File: src/rtl/rtc_alarm_ctrl.sv
`default_nettype none
// ============================================================================
// Module  : rtc_alarm_ctrl
// Brief   : hh:mm:ss time-of-day keeper with button editing, 12/24 h display,
//           blink enables and a timed alarm; outputs registered BCD digits.
// Revision: 1.0
// ============================================================================
module rtc_alarm_ctrl #(
    parameter int unsigned T_1S        = 25_000_000,
    parameter int unsigned T_BLINK     = 12_500_000,
    parameter int unsigned RING_S      = 60,
    parameter bit          H12_DEFAULT = 1'b0
) (
    input  logic        clk_25m,
    input  logic        rst_25m,
    input  logic        flag_adjust,
    input  logic        flag_add,
    input  logic        flag_sub,
    input  logic        flag_mode,
    input  logic        flag_alarm,
    output logic [23:0] digital_num,
    output logic        pm,
    output logic        h_blink,
    output logic        m_blink,
    output logic        s_blink,
    output logic        alarm_view,
    output logic        alarm_armed,
    output logic        alarm_ring
);

    typedef enum logic [2:0] {
        RUN   = 3'd0,
        ADJ_H = 3'd1,
        ADJ_M = 3'd2,
        ADJ_S = 3'd3,
        AL_H  = 3'd4,
        AL_M  = 3'd5
    } state_t;

    localparam logic [31:0] c_t1s_last   = 32'(T_1S - 1);
    localparam logic [31:0] c_blink_last = 32'(T_BLINK - 1);
    localparam logic [7:0]  c_ring_load  = 8'(RING_S);
    localparam logic [23:0] c_num_rst    = H12_DEFAULT ? 24'h120000 : 24'h000000;

    state_t      state_q, state_d;
    logic [31:0] cnt_q, cnt_d, blink_cnt_q, blink_cnt_d;
    logic        half_wave_q, half_wave_d;
    logic [5:0]  sec_q, sec_d, min_q, min_d, al_min_q, al_min_d;
    logic [4:0]  hour_q, hour_d, al_hour_q, al_hour_d;
    logic        armed_q, armed_d, ring_q, ring_d, h12_q, h12_d;
    logic [7:0]  ring_cnt_q, ring_cnt_d;
    logic [23:0] num_q, num_d;
    logic        pm_q, pm_d, hb_q, hb_d, mb_q, mb_d, sb_q, sb_d;

    logic        w_adj, w_al, w_tick, w_edit, w_trigger;
    logic [4:0]  w_disp_h, w_disp_h_map;
    logic [5:0]  w_disp_m, w_disp_s;

    function automatic logic [5:0] wrap6(input logic [5:0] v, input logic up);
        if (up) return (v == 6'd59) ? 6'd0 : v + 6'd1;
        return (v == 6'd0) ? 6'd59 : v - 6'd1;
    endfunction

    function automatic logic [4:0] wrap5(input logic [4:0] v, input logic up);
        if (up) return (v == 5'd23) ? 5'd0 : v + 5'd1;
        return (v == 5'd0) ? 5'd23 : v - 5'd1;
    endfunction

    function automatic logic [7:0] to_bcd(input logic [5:0] v);
        logic [3:0] tens;
        logic [5:0] rem;
        tens = 4'd0;
        rem  = v;
        for (int k = 0; k < 5; k++) begin
            if (rem >= 6'd10) begin
                rem  = rem - 6'd10;
                tens = tens + 4'd1;
            end
        end
        return {tens, rem[3:0]};
    endfunction

    assign w_adj  = (state_q == ADJ_H) || (state_q == ADJ_M) || (state_q == ADJ_S);
    assign w_al   = (state_q == AL_H) || (state_q == AL_M);
    assign w_tick = !w_adj && (cnt_q == c_t1s_last);
    // Adjust has priority over add/sub; add and sub together cancel.
    assign w_edit = !flag_adjust && (flag_add ^ flag_sub);

    always_comb begin
        state_d = state_q;
        if (flag_adjust) begin
            case (state_q)
                RUN:     state_d = ADJ_H;
                ADJ_H:   state_d = ADJ_M;
                ADJ_M:   state_d = ADJ_S;
                ADJ_S:   state_d = AL_H;
                AL_H:    state_d = AL_M;
                default: state_d = RUN;
            endcase
        end
    end

    always_comb begin
        cnt_d       = (w_adj || w_tick) ? 32'd0 : cnt_q + 32'd1;
        blink_cnt_d = blink_cnt_q + 32'd1;
        half_wave_d = half_wave_q;
        sec_d       = sec_q;
        min_d       = min_q;
        hour_d      = hour_q;
        al_min_d    = al_min_q;
        al_hour_d   = al_hour_q;
        armed_d     = armed_q;
        ring_d      = ring_q;
        ring_cnt_d  = ring_cnt_q;
        h12_d       = flag_mode ? !h12_q : h12_q;
        w_trigger   = 1'b0;

        if (flag_adjust) begin
            blink_cnt_d = 32'd0;
            half_wave_d = 1'b0;
        end else if (blink_cnt_q == c_blink_last) begin
            blink_cnt_d = 32'd0;
            half_wave_d = !half_wave_q;
        end

        if (w_tick) begin
            if (sec_q == 6'd59) begin
                sec_d = 6'd0;
                if (min_q == 6'd59) begin
                    min_d  = 6'd0;
                    hour_d = wrap5(hour_q, 1'b1);
                end else begin
                    min_d = min_q + 6'd1;
                end
            end else begin
                sec_d = sec_q + 6'd1;
            end
        end else if (w_edit) begin
            case (state_q)
                ADJ_H:   hour_d = wrap5(hour_q, flag_add);
                ADJ_M:   min_d  = wrap6(min_q, flag_add);
                ADJ_S:   sec_d  = wrap6(sec_q, flag_add);
                default: ;
            endcase
        end

        if (w_edit && state_q == AL_H) al_hour_d = wrap5(al_hour_q, flag_add);
        if (w_edit && state_q == AL_M) al_min_d  = wrap6(al_min_q, flag_add);

        w_trigger = w_tick && armed_q && (sec_d == 6'd0) &&
                    (min_d == al_min_q) && (hour_d == al_hour_q);

        if (ring_q && w_tick) begin
            if (ring_cnt_q <= 8'd1) begin
                ring_d     = 1'b0;
                ring_cnt_d = 8'd0;
            end else begin
                ring_cnt_d = ring_cnt_q - 8'd1;
            end
        end
        if (w_trigger) begin
            ring_d     = 1'b1;
            ring_cnt_d = c_ring_load;
        end

        if (flag_alarm) begin
            if (ring_q) ring_d = 1'b0;
            else        armed_d = !armed_q;
        end
        // Entering ADJ_H silences the alarm even if a trigger lands on the same edge.
        if (flag_alarm && ring_q || (state_q == RUN && flag_adjust)) begin
            ring_d     = 1'b0;
            ring_cnt_d = 8'd0;
        end
    end

    always_comb begin
        w_disp_h     = w_al ? al_hour_q : hour_q;
        w_disp_m     = w_al ? al_min_q : min_q;
        w_disp_s     = w_al ? 6'd0 : sec_q;
        w_disp_h_map = w_disp_h;
        if (h12_q) begin
            if (w_disp_h == 5'd0)      w_disp_h_map = 5'd12;
            else if (w_disp_h > 5'd12) w_disp_h_map = w_disp_h - 5'd12;
        end
        num_d = {to_bcd({1'b0, w_disp_h_map}), to_bcd(w_disp_m), to_bcd(w_disp_s)};
        pm_d  = h12_q && (w_disp_h >= 5'd12);
        hb_d  = half_wave_q && (state_q == ADJ_H || state_q == AL_H);
        mb_d  = half_wave_q && (state_q == ADJ_M || state_q == AL_M);
        sb_d  = half_wave_q && (state_q == ADJ_S);
    end

    always_ff @(posedge clk_25m or posedge rst_25m) begin
        if (rst_25m) begin
            state_q     <= RUN;
            cnt_q       <= 32'd0;
            blink_cnt_q <= 32'd0;
            half_wave_q <= 1'b0;
            sec_q       <= 6'd0;
            min_q       <= 6'd0;
            hour_q      <= 5'd0;
            al_min_q    <= 6'd0;
            al_hour_q   <= 5'd0;
            armed_q     <= 1'b0;
            ring_q      <= 1'b0;
            ring_cnt_q  <= 8'd0;
            h12_q       <= H12_DEFAULT;
            num_q       <= c_num_rst;
            pm_q        <= 1'b0;
            hb_q        <= 1'b0;
            mb_q        <= 1'b0;
            sb_q        <= 1'b0;
        end else begin
            state_q     <= state_d;
            cnt_q       <= cnt_d;
            blink_cnt_q <= blink_cnt_d;
            half_wave_q <= half_wave_d;
            sec_q       <= sec_d;
            min_q       <= min_d;
            hour_q      <= hour_d;
            al_min_q    <= al_min_d;
            al_hour_q   <= al_hour_d;
            armed_q     <= armed_d;
            ring_q      <= ring_d;
            ring_cnt_q  <= ring_cnt_d;
            h12_q       <= h12_d;
            num_q       <= num_d;
            pm_q        <= pm_d;
            hb_q        <= hb_d;
            mb_q        <= mb_d;
            sb_q        <= sb_d;
        end
    end

    assign digital_num = num_q;
    assign pm          = pm_q;
    assign h_blink     = hb_q;
    assign m_blink     = mb_q;
    assign s_blink     = sb_q;
    assign alarm_view  = w_al;
    assign alarm_armed = armed_q;
    assign alarm_ring  = ring_q;

endmodule
`default_nettype wire

File: config.mk
export PLATFORM = sky130hd
export DESIGN_NAME = rtc_alarm_ctrl
export DESIGN_NICKNAME = d
export VERILOG_FILES = /design/src/rtl/rtc_alarm_ctrl.sv
export SDC_FILE = /design/constraint.sdc
export NUM_CORES = 1
export LEC_CHECK = 0
export ABC_AREA = 1
export ABC_CLOCK_PERIOD_IN_PS = 10000
export BUFFER_PORTS_ARGS = -buffer_cell sky130_fd_sc_hd__buf_2
export CORE_MARGIN = 2
export CORE_UTILIZATION = 52
export DETAILED_ROUTE_END_ITERATION = 10
export PLACE_DENSITY = 0.69
export SETUP_SLACK_MARGIN = 0.05
export SYNTH_ARGS = -nofsm -noshare
export SYNTH_HDL_FRONTEND = slang
export SYNTH_SLANG_ARGS = --single-unit
File: constraint.sdc
create_clock -name clk_25m -period 10 [get_ports clk_25m]
set_clock_uncertainty 0.2 [all_clocks]
set_input_delay 0.5 -clock clk_25m [delete_from_list [all_inputs] [get_ports clk_25m]]
set_output_delay 0.5 -clock clk_25m [all_outputs]
set_load 0.05 [all_outputs]
=== After elaboration in Yosys (flattened, before gate mapping) ===
Cells that the tools add are included.

* Bitwise operators: 2
* Eq/ne operators: 14
* Multiplexer cells: 100
* Order comparisons: 18
* Add/sub/neg operators: 41
* Reductions and logical operators: 38

{| class="wikitable"
|+ Operators with widths
! kind !! count
|-
| 6-bit two-way mux || 33
|-
| 32-bit two-way mux || 3
|-
| 5-bit two-way mux || 18
|-
| 6-bit by 4-bit greater-or-equal comparator with 1-bit output (second input constant) || 14
|-
| 6-bit by 4-bit subtractor with 6-bit output (second input constant) || 11
|-
| 32-bit by 1-bit adder with 32-bit output (second input constant) || 2
|-
| 4-bit two-way mux || 15
|-
| 4-bit by 1-bit adder with 4-bit output (second input constant) || 12
|-
| 32-bit by 24-bit == test with 1-bit output (second input constant) || 1
|-
| 32-bit by 25-bit == test with 1-bit output (second input constant) || 1
|-
| 8-bit two-way mux || 4
|-
| 1-bit two-way mux || 26
|-
| 6-bit zero test || 4
|-
| 6-bit by 1-bit adder with 6-bit output (second input constant) || 3
|-
| 6-bit == test (second input constant) || 3
|-
| 6-bit by 1-bit subtractor with 6-bit output (second input constant) || 3
|-
| 1-bit logical AND || 15
|-
| 5-bit zero test || 3
|-
| 3-bit case mux with 5 select lines || 1
|-
| 4-bit subtractor (second input constant) || 3
|-
| 5-bit by 1-bit adder with 5-bit output (second input constant) || 2
|-
| 5-bit == test (second input constant) || 2
|-
| 5-bit by 4-bit greater-or-equal comparator with 1-bit output (second input constant) || 2
|-
| 5-bit by 1-bit subtractor with 5-bit output (second input constant) || 2
|-
| other kinds (18) || 30
|}

* Word-level logic and storage cells: 231
* Input bits: 7
* Flip-flop bits (word level): 135
* Output and inout bits: 31

=== Longest topological paths before layout ===
* Depth in word-level cells: 18
* Mapped depth: 43
* Mapped depth without buffers: 42

=== Worst setup path before layout ===
Ideal clock, no wire load.

* Path kind: register to register
* Start point: reg state_q[1]
* End point: reg num_q[3] (netlist: digital_num[3])
* Cell stages (with the launch flop): 37
* Data required time: 9.683 ns
* Path buffers: 2
* Arrival: 4.596 ns
* Library setup time: 0.117 ns
* Clock period less this slack: 4.914 ns
* Setup slack: 5.086 ns
* Cell sequence: dfrtp_1 -> inv_2 -> nand2_4 -> buf_6 -> inv_2 -> nor2_2 -> ha_1 -> nand2_1 -> nor2_1 -> nand2_2 -> nand3_4 -> o21ai_0 -> inv_1 -> ha_1 -> nand3_2 -> nand3_4 -> o21ai_1 -> inv_1 -> ha_1 -> nand3_1 -> nand3_2 -> buf_6 -> nand2_1 -> o21ai_2 -> ha_1 -> inv_1 -> nor2_1 -> nand2_1 -> nand2_1 -> nor2_8 -> inv_2 -> nand2_1 -> nand2_2 -> ha_1 -> xor2_1 -> nand2_1 -> nand2_1

* Longest elaborated chain between the ends: 13
* Elaborated cells on any way between the ends: 19
* Classes of those cells: add/sub: 5; order compare: 5; eq/ne: 2; mux: 6; reduce/logical: 1

{| class="wikitable"
|+ Ends and longest elaborated chain
! item !! line !! RTL
|-
| from (decl) || 45 || <nowiki>state_t state_q, state_d;</nowiki>
|-
| from (signal assigned) || 214 || <nowiki>state_q <= state_d;</nowiki>
|-
| 3-bit == test || 84 || <nowiki>assign w_al = (state_q == AL_H) || (state_q == AL_M);</nowiki>
|-
| 1-bit logical OR (*) || 84 ||
|-
| named net alarm_view || 26 || <nowiki>output logic alarm_view,</nowiki>
|-
| 6-bit two-way mux (*) || 180 || <nowiki>w_disp_s = w_al ? 6'd0 : sec_q;</nowiki>
|-
| 6-bit by 4-bit subtractor with 6-bit output or 6-bit by 4-bit greater-or-equal comparator with 1-bit output (tied branches) || 76, 75 ||
|-
| 6-bit two-way mux (*) || 75 || <nowiki>if (rem >= 6'd10) begin</nowiki>
|-
| 6-bit by 4-bit subtractor with 6-bit output or 6-bit by 4-bit greater-or-equal comparator with 1-bit output (tied branches) || 76, 75 ||
|-
| 6-bit two-way mux (*) || 75 ||
|-
| 6-bit by 4-bit subtractor with 6-bit output or 6-bit by 4-bit greater-or-equal comparator with 1-bit output (tied branches) || 76, 75 ||
|-
| 6-bit two-way mux (*) || 75 ||
|-
| 6-bit by 4-bit subtractor with 6-bit output or 6-bit by 4-bit greater-or-equal comparator with 1-bit output (tied branches) || 76, 75 ||
|-
| 6-bit two-way mux (*) || 75 ||
|-
| 6-bit by 4-bit greater-or-equal comparator with 1-bit output or 4-bit subtractor (tied branches) || 75, 76 ||
|-
| 4-bit two-way mux (*) || 75 ||
|-
| named net num_d[3] || 52 || <nowiki>logic [23:0] num_q, num_d;</nowiki>
|-
| to (signal assigned) || 208 || <nowiki>num_q <= c_num_rst;</nowiki>
|-
| to (signal assigned) || 227 || <nowiki>num_q <= num_d;</nowiki>
|-
| to (decl) || 52 ||
|}

The timed path passes the listed nets; every way through them passes the cells marked *.
A chain may end at the register's enable or synchronous reset.

=== Worst setup path in the final report ===
* Start point: reg state_q[2]
* End point: reg num_q[19] (netlist: digital_num[19])

* Longest elaborated chain between the ends: 17
* Elaborated cells on any way between the ends: 25
* Classes of those cells: add/sub: 6; order compare: 6; eq/ne: 2; mux: 9; reduce/logical: 2

{| class="wikitable"
|+ Ends and longest elaborated chain
! item !! line !! RTL
|-
| 3-bit == test || 84 ||
|-
| 1-bit logical OR (*) || 84 ||
|-
| 5-bit two-way mux (*) || 178 || <nowiki>w_disp_h = w_al ? al_hour_q : hour_q;</nowiki>
|-
| 5-bit by 4-bit subtractor with 5-bit output or 5-bit by 4-bit > comparator with 1-bit output (tied branches) || 184 || <nowiki>else if (w_disp_h > 5'd12) w_disp_h_map = w_disp_h - 5'd12;</nowiki>
|-
| 5-bit two-way mux || 184 ||
|-
| 5-bit two-way mux || 183 || <nowiki>if (w_disp_h == 5'd0) w_disp_h_map = 5'd12;</nowiki>
|-
| 5-bit two-way mux (*) || 182 || <nowiki>if (h12_q) begin</nowiki>
|-
| 5-bit by 4-bit subtractor with 6-bit output or 5-bit by 4-bit greater-or-equal comparator with 1-bit output (tied branches) || 76, 75 ||
|-
| (+2 left out) || n/a ||
|-
| 6-bit two-way mux (*) || 75 ||
|-
| 6-bit by 4-bit subtractor with 6-bit output or 6-bit by 4-bit greater-or-equal comparator with 1-bit output (tied branches) || 76, 75 ||
|-
| 6-bit two-way mux (*) || 75 ||
|-
| 6-bit by 4-bit subtractor with 6-bit output or 6-bit by 4-bit greater-or-equal comparator with 1-bit output (tied branches) || 76, 75 ||
|-
| 6-bit two-way mux (*) || 75 ||
|-
| 6-bit by 4-bit greater-or-equal comparator with 1-bit output or 4-bit subtractor (tied branches) || 75, 76 ||
|-
| 4-bit two-way mux (*) || 75 ||
|-
| named net num_d[19] || 52 ||
|}

Marked as above.

==> key figures <==
Outcome
  – Run status: finished clean

Setup path
  – Most frequent CP cell: nand2_1
  – Worst Path Arrival: 5.71 ns
  – Critical-path top delay cell: dfrtp_1
  – Critical Path Sink Type: register
  – Crit-path max FO: 22
  – Worst setup path class: register to register
  – Max stage delay on crit path: 0.61 ns
  – R2R depth: 38
  – Worst Path Required: 10.12 ns
  – CP Launch Type: register

Synth
  – Netlist cell types: 61
  – Seq/Total Area, Yosys: 0.309
  – Top-area cell type share of the netlist area: 0.309
  – Syn_area_per_cell: 7.12 µm²
  – Post-Syn Area: 10900 µm²
  – Commonest cells in the netlist: nand2_1, inv_1, nor2_1
  – Post-synth EDFFs: 0
  – Most common cell in the synthesized netlist: nand2_1
  – Ys async rst share: 1.00
  – Synthesized netlist net count: 1595
  – Post-synth top flop: dfrtp_1
  – Post-Syn Instances: between 1500 and 2000
  – Top cells by area, synth: dfrtp_1, nand2_1, inv_1
  – Number of synthesis warnings: 0
  – Post-synthesis register bit count: about 140
  – Synth area leader: dfrtp_1

Clocking
  – Clk_lat worst skew: 0.43 ns
  – # resized after CTS: 0
  – Post-CTS Repair Setup Buffers: 0
  – Clock buffer depth: 2
  – Number of CTS-inserted buffers: 17
  – CTS tree: done
  – CTS HTree Levels: 4
  – CTS root buf: clkbuf_16
  – Sinks on the clock net: about 140
  – Clock slew at reported path FFs: 0.06 ns
  – Post-CTS Hold Buffers: 0

Global routing
  – Vias in the first global route: 9238
  – First-pass GRT wire length: just over 40 mm
  – Largest net degree at the start of global routing: 93
  – Grt ovf: 0
  – Antenna violations before repair: 0
  – Gr usage total: 0.223

Die
  – Core area: 20800 µm²
  – IO Pins: 38
  – Chip width: 149 µm
  – Die span in y: 149 µm
  – Row count: 53
  – Starting Density: 0.525
  – Die Area: about 22000 µm²

Flow run
  – Maxcap violations: 0

Detailed routing
  – DR iter-0 viols: 614
  – Via/cell ratio: 5.29
  – WL/cell: 12.6 µm
  – Final ANT Viol Nets: 0
  – DRC viols: 0
  – DRT Pass-1 Iters: 5
  – Drt total wl: between 20 and 25 mm
  – Vias: about 9800

Timing
  – Final Max Slew Viols: 0
  – Worst slew margin: 0.300
  – Max frequency: 179 MHz
  – Setup Viol. Count Final: 0
  – Final Hold Viols: 0
  – Worst-Margin Slew: 1.05 ns
  – RSZ-0062 raised after global routing: no
  – Final min period: around 5.6 ns
  – Setup TNS: 0 ns
  – PnR worst setup slack: 4.41 ns
  – Fin crit share: 0.559

Place
  – IO buf count: 37
  – DP HPWL: 17.4 mm
  – RePlAce Congestion: 0.901
  – Pre-CTS WS: 4.43 ns

Min path
  – Hold Crit Depth: 2
  – Hold/Removal Path Class: input pin to register

Cells and area
  – Area growth syn-to-layout: 9.50%
  – Final nets: between 1500 and 2000
  – Final core utilization: 0.575
  – Layout cells sized above 1: 0.128
  – N_diodes: 0
## sequential cells by signal, indices dropped and copies added, names as in the netlist, 3 cells and up
| register | count |
|---|---|
| al_hour_q | 5 |
| al_min_q | 6 |
| blink_cnt_q | 32 |
| cnt_q | 32 |
| digital_num | 24 |
| hour_q | 5 |
| min_q | 6 |
| ring_cnt_q | 8 |
| sec_q | 6 |
| state_q | 3 |
## final timing paths
kind	start	endpoint	slack [ns]
max in group asynchronous	rst_25m	digital_num[2]	8.49
min in group asynchronous	rst_25m	cnt_q[7]	0.05
max reg2reg	state_q[2]	digital_num[19]	4.41
min reg2reg	cnt_q[0]	cnt_q[0]	0.27
max	state_q[2]	digital_num[19]	4.41
min	flag_mode	h12_q	0.04
## stage by stage
stage	instances	area (µm²)	hold slack (ns)
2_1_floorplan	1535	10900	0.233
3_3_place_gp	1824	11400	0.258
3_5_place_dp	1824	11400	0.264
4_1_cts	1856	12000	0.0269
5_1_grt	1856	12000	0.0289
6_report	1856	12000	0.0359
## placed cells by master (no fill, tap or decap), drive strengths merged, types with 3 or more instances in the layout
| cell type | netlist | final |
|---|---|---|
| o21a | 7 | 7 |
| a22oi | 4 | 4 |
| nand2 | 393 | 393 |
| o211ai | 17 | 17 |
| clkbuf | 21 | 18 |
| nor2 | 154 | 154 |
| xor2 | 52 | 52 |
| nor3 | 48 | 48 |
| nor3b | 19 | 19 |
| dfrtp | 135 | 135 |
| nand3b | 4 | 4 |
| a21oi | 55 | 55 |
| o21ai | 89 | 89 |
| a31oi | 10 | 10 |
| o22ai | 5 | 5 |
| o21bai | 4 | 4 |
| buf | 6 | 41 |
| nand4 | 45 | 45 |
| ha | 53 | 53 |
| clkinv | 3 | 6 |
| or2 | 3 | 3 |
| nand3 | 109 | 109 |
| nor4 | 19 | 19 |
| a221oi | 4 | 4 |
| xnor2 | 12 | 12 |
| inv | 240 | 247 |
| o31ai | 3 | 3 |
| o2111ai | 3 | 3 |
## worst max-delay path: cells and delay by family (launching register included)
kind                     cells  cell delay (ns)
AND/OR/NAND/NOR             28             3.18
adder cells (fa/ha/maj)      4             0.85
flip-flops                   1             0.61
buffers and inverters        3             0.19
XOR/XNOR                     1             0.21
AO/OA/AOI/OAI                2             0.25
## layer usage
layer	share of wire	routed length, µm	track usage
met4	0.013	299	0.0657
met2	0.48	11300	0.380
met5	0	0	0
met3	0.043	1000	0.0394
met1	0.46	10900	0.291
## kinds of logic after synthesis
logic type                 share of synthesized area
AOI/OAI and AO/OA                              0.123
xor gates and xnor gates                      0.0606
adders and majority gates                     0.0607
buffers and inverters                         0.0956
DFF                                            0.309
muxes                                       0.000916
and+or+nand+nor                                0.350
## area by class of cell
cell class	count	area [µm²]
multi-input cells	1130	6510
flip-flops and latches	135	3380
fillers	1970	8860
clock inverters	14	160
repair buffers	41	215
inverters	243	917
well taps	275	344
clock buffers	18	439
Power is left out: the tool's default activity adds up to more than one toggle a clock period on the data nets, which glitch-free logic cannot reach.
